==> config.mk <==
export PLATFORM = sky130hd
export DESIGN_NAME = comm_cmd_arbiter
export DESIGN_NICKNAME = d
export VERILOG_FILES = /design/src/rtl/comm_pkg.sv /design/src/rtl/rr_arbiter.sv /design/src/rtl/comm_cmd_arbiter.sv
export SDC_FILE = /design/constraint.sdc
export NUM_CORES = 1
export LEC_CHECK = 0
export BUFFER_PORTS_ARGS = -buffer_cell sky130_fd_sc_hd__buf_2
export CORE_ASPECT_RATIO = 0.9
export CORE_MARGIN = 2
export CORE_UTILIZATION = 39
export CTS_CLUSTER_SIZE = 30
export DETAILED_ROUTE_END_ITERATION = 10
export PLACE_DENSITY = 0.77
export SLEW_MARGIN = 20
export SYNTH_ARGS = -nofsm -noshare
export SYNTH_HDL_FRONTEND = slang
export SYNTH_SLANG_ARGS = --single-unit
==> constraint.sdc <==
create_clock -name clk -period 1.8 [get_ports clk]
set_clock_uncertainty 0.1 [all_clocks]
set_input_delay 0.36 -clock clk [delete_from_list [all_inputs] [get_ports clk]]
set_output_delay 0.36 -clock clk [all_outputs]
set_load 0.01 [all_outputs]
==> src/rtl/comm_pkg.sv <==
// Shared types and default sizes for the UART command arbiter slice.
package comm_pkg;

    typedef enum logic [1:0] {
        IDLE  = 2'd0,
        ISSUE = 2'd1,
        WAIT  = 2'd2
    } arb_state_t;

    localparam int CMD_W_DEF   = 16;
    localparam int NUM_REQ_DEF = 4;

endpackage

==> src/rtl/rr_arbiter.sv <==
// Combinational round-robin pick: first eligible bit searching upward from last_ptr+1 with wrap.
module rr_arbiter
    import comm_pkg::*;
#(
    parameter int NUM_REQ = NUM_REQ_DEF
) (
    input  logic [NUM_REQ-1:0]         eligible,
    input  logic [$clog2(NUM_REQ)-1:0] last_ptr,
    output logic                       vld,
    output logic [$clog2(NUM_REQ)-1:0] idx
);

    localparam int IDX_W = $clog2(NUM_REQ);

    logic [IDX_W-1:0] pos;

    always_comb begin
        vld = 1'b0;
        idx = '0;
        pos = '0;
        for (int k = 1; k <= NUM_REQ; k++) begin
            pos = IDX_W'((int'(last_ptr) + k) % NUM_REQ);
            if (!vld && eligible[pos]) begin
                vld = 1'b1;
                idx = pos;
            end
        end
    end

endmodule

==> src/rtl/comm_cmd_arbiter.sv <==
// Round-robin sharing of one UART command master among NUM_REQ requesters.
// Define CMD_TIMEOUT_EN to add a WAIT timeout that forces completion and pulses err.
module comm_cmd_arbiter
    import comm_pkg::*;
#(
    parameter int NUM_REQ     = NUM_REQ_DEF,
    parameter int CMD_W       = CMD_W_DEF,
    parameter int TIMEOUT_CYC = 1 << 20
) (
    input  logic                       clk,
    input  logic                       rst_n,
    input  logic [NUM_REQ-1:0]         req,
    input  logic [NUM_REQ*CMD_W-1:0]   req_cmd,
    input  logic                       cmd_cmplt,
    output logic                       snd_cmd,
    output logic [CMD_W-1:0]           cmd,
    output logic [NUM_REQ-1:0]         ack,
    output logic [$clog2(NUM_REQ)-1:0] gnt_id,
    output logic                       busy,
    output logic                       err
);

    localparam int IDX_W = $clog2(NUM_REQ);

    if (NUM_REQ < 2 || NUM_REQ > 8 || TIMEOUT_CYC < 1) begin : g_cfg_check
        $error("comm_cmd_arbiter: unsupported parameter set");
    end

    arb_state_t         state;
    logic [IDX_W-1:0]   last_gnt;
    logic [IDX_W-1:0]   arb_idx;
    logic               arb_vld;
    logic [NUM_REQ-1:0] eligible;
    logic               tmo_hit;

    // ack is non-zero only in the first IDLE cycle after a completion, so it is exactly the one-cycle mask.
    assign eligible = req & ~ack;

    rr_arbiter #(
        .NUM_REQ (NUM_REQ)
    ) u_rr_arbiter (
        .eligible (eligible),
        .last_ptr (last_gnt),
        .vld      (arb_vld),
        .idx      (arb_idx)
    );

`ifdef CMD_TIMEOUT_EN
    localparam int TMO_W = $clog2(TIMEOUT_CYC + 1);

    logic [TMO_W-1:0] tmo_cnt;
    logic [TMO_W-1:0] tmo_cnt_nx;

    assign tmo_cnt_nx = tmo_cnt + 1'b1;
    assign tmo_hit    = (state == WAIT) && (tmo_cnt_nx == TMO_W'(TIMEOUT_CYC));

    always_ff @(posedge clk or negedge rst_n) begin
        if (!rst_n) begin
            tmo_cnt <= '0;
            err     <= 1'b0;
        end else begin
            err <= tmo_hit && !cmd_cmplt;
            if (state == ISSUE) begin
                tmo_cnt <= '0;
            end else if (state == WAIT) begin
                tmo_cnt <= tmo_cnt_nx;
            end
        end
    end
`else
    assign tmo_hit = 1'b0;
    assign err     = 1'b0;
`endif

    always_ff @(posedge clk or negedge rst_n) begin
        if (!rst_n) begin
            state    <= IDLE;
            snd_cmd  <= 1'b0;
            ack      <= '0;
            busy     <= 1'b0;
            cmd      <= '0;
            gnt_id   <= '0;
            last_gnt <= IDX_W'(NUM_REQ - 1);
        end else begin
            snd_cmd <= 1'b0;
            ack     <= '0;
            unique case (state)
                IDLE: begin
                    if (arb_vld) begin
                        gnt_id  <= arb_idx;
                        cmd     <= req_cmd[int'(arb_idx)*CMD_W +: CMD_W];
                        snd_cmd <= 1'b1;
                        busy    <= 1'b1;
                        state   <= ISSUE;
                    end
                end
                ISSUE: begin
                    state <= WAIT;
                end
                WAIT: begin
                    if (cmd_cmplt || tmo_hit) begin
                        ack[gnt_id] <= 1'b1;
                        last_gnt    <= gnt_id;
                        busy        <= 1'b0;
                        state       <= IDLE;
                    end
                end
                default: begin
                    state <= IDLE;
                end
            endcase
        end
    end

endmodule
==> results.ini <==
[min_path]
hp-class = primary input to asynchronous set/reset pin

[clock_network]
cts_made_buffers = 3
path_clk_slew_ns = 0.09
clkLatencyLatePin_ns = 0.27
holdBufCountCts = 0
cts-root-buf = clkbuf_8
clkSinkCount = 28
cts_tree = built
cts_buffer_depth = 2
cts-htree-levels = 1

[floorplanning]
rows = 22
die_w_um = 72.1
io_pins = 96
initial_core_util = 0.402
core_mm2 = 0.00405
dieArea_mm2 = 0.00470
dieHeight_um = 65.3

[power]
p_leak_nw = 1.24
ir_drop_v = 0.000646
p_per_area_mw_per_mm2 = 1540

[yosys]
yosysSeqAreaShare = 0.432
synth_async_sr_flop_share = 1.00
synth_nets = 214
synth-edff-count = 0
syn_area_per_cell_um2 = 11.4
syn_area_mm2 = 0.00163
yosys_warnings = 0
synth.distinct_cells = 30
ys_ff_latch = 28
synthCells = 143
synth_flop_cell = dfrtp_1

[final_layout]
final_cells = 294
nFillCells = 348
drive_gt1_frac = 0.610
antenna_cells = 0
layout.nets = 318
syn_to_final_growth_pct = 49.6

[drt]
viasPerCell = 5.16
drtPass1Iterations = 4
drc = 0
wl_per_cell_um = 14.4
routed_wl_mm = 4.25
ant_nets = 0
dr_total_vias = 1517
drtIter0Drc = 26

[setup_path]
start_kind = flip-flop
worst-endpoint-required_ns = 1.85
crit_arrival_ns = 2.03
criticalPathCategory = flip-flop to flip-flop
rr_worst_depth = 6
critPathCaptureType = flip-flop
cp_max_fo = 16

[place]
gp_congestion = 0.748
hpwl_mm = 3.15
dp_cells = 287
port_buffers = 94
pre_cts_ws_ns = -0.208

[sta]
max_slew_margin = 0.592
setup_viol_count_final = 17
slew_viol_final = 0
rsz0062_at_grt = yes
fin_crit_ns = 1.98
setup-tns-final_ns = -2.21
holdWs_ns = -0.00959
worst-slew-pin-transition_ns = 0.612
timing.fmax_mhz = 505
timing.final.crit_share = 1.10
finalHoldViolCount = 19
finalWorstSetupSlack_ns = -0.180

[global_routing]
gr-total-overflow = 0
grt_max_degree = 29
antenna_found_initial = 0
grt_usage = 0.180
grt_pass1_wl_mm = 6.54
first_global_vias = 1397

[status]
status = finished, violations left
violations = hold timing, setup timing

[run]
max-cap-violations = 0

layer usage:
metal	wire (um)	GRT usage
met3	353	0.0276
met1	1710	0.226
met5	0	0
met2	2130	0.303
met4	57	0.0825
cell usage in the layout, fill, tap and decap left out, drive strengths merged:
cell	synthesis	layout
and2b	1	1
a311o	1	1
nor2b	2	2
clkbuf	2	4
a311oi	1	1
mux2	2	2
nand2b	2	2
buf	7	108
inv	4	4
nor3	1	1
nand3b	3	3
o221ai	16	16
nor2	4	4
mux2i	32	32
o211a	1	1
and3b	1	1
and3	1	1
dfstp	2	2
o2bb2ai	1	1
or2b	1	1
conb	1	1
a222oi	1	1
dfrtp	26	26
o21ai	2	2
nor3b	1	1
a31oi	1	1
nand2	26	26
power by group:
part / internal [mW] / switching, mW
clock: 0.158 / 0.179
sequential: 0.929 / 0.194
combinational: 1.17 / 1.12
total: 2.26 / 1.49
per-stage QoR:
| step | hold slack [ns] | utilization | total power, mW | cell area [um2] |
|---|---|---|---|---|
| detailed placement | 0.319 | 0.544 | 3.08 | 2200 |
| global route | 0.0384 | 0.601 | 4.02 | 2430 |
| CTS | 0.0176 | 0.587 | 3.73 | 2380 |
| floorplan | -0.0356 | - | 2.42 | 1630 |
| global placement | 0.305 | 0.544 | 3.04 | 2200 |
| finish | -0.00959 | 0.601 | 3.75 | 2430 |
cell type report:
type / count / area [um2] / share of cell area
Clock buffer: 4 / 45.0 / 0.0185
Inverter: 4 / 15.0 / 0.00617
Multi-Input combinational cell: 102 / 950 / 0.390
Sequential cell: 28 / 704 / 0.289
Tap cell: 48 / 60.1 / 0.0247
Timing Repair Buffer: 108 / 659 / 0.271
what timing repair did:
item | CTS | global route
resized for setup | 21 | 9
setup buffers | 1 | 1
gates cloned | 1 | 0
setup endpoints to repair | 17 | 18
pin swaps | 4 | 17
cell families after synthesis:
group                  after synthesis  share of synthesized area
AND/OR/NAND/NOR                     43                      0.135
multiplexers                        34                      0.211
flip-flops                          28                      0.432
AO/OA/AOI/OAI                       24                      0.171
buffers and inverters               13                     0.0485
other                                1                    0.00231
flip-flops by register name (all words and copies together) (netlist names):
register,flops
gnt_id,2
last_gnt,2
cmd,16
snd_cmd,1
state,2
busy,1
ack,4
path summary, 6_finish.rpt:
| path | from | end | slack [ns] |
|---|---|---|---|
| hold reg to reg | busy | busy | 0.39 |
| setup / recovery | last_gnt[1] | cmd[14] | -0.18 |
| min in group clk | req_cmd[25] | cmd[9] | 0.28 |
| hold / removal | rst_n | state[1] | -0.01 |
| max in group asynchronous | rst_n | ack[0] | 1.18 |
| setup reg to reg | last_gnt[1] | cmd[14] | -0.18 |
cells in the mapped netlist (2+ instances only):
cell type  instances  share of area
inv_1              4         0.0092
mux2_2             2          0.014
clkbuf_1           2         0.0046
mux2i_1           32           0.20
o221ai_1           7          0.038
nor2_1             4         0.0092
nand3b_1           3          0.014
buf_2              3         0.0092
nor2b_4            2          0.017
buf_6              3          0.021
o221ai_2           9          0.083
dfstp_2            2          0.032
nand2_1           26          0.060
nand2b_1           2         0.0077
dfrtp_1           26           0.40
o21ai_0            2         0.0062
critical path, cell delays in order, from the launching register on:
cell	delay [ns]
dfstp_2	0.58
nand3b_1	0.15
a311oi_4	0.28
buf_6	0.18
buf_12	0.18
mux2i_1	0.26
o221ai_2	0.13
Power figures use the tool's default switching activity.
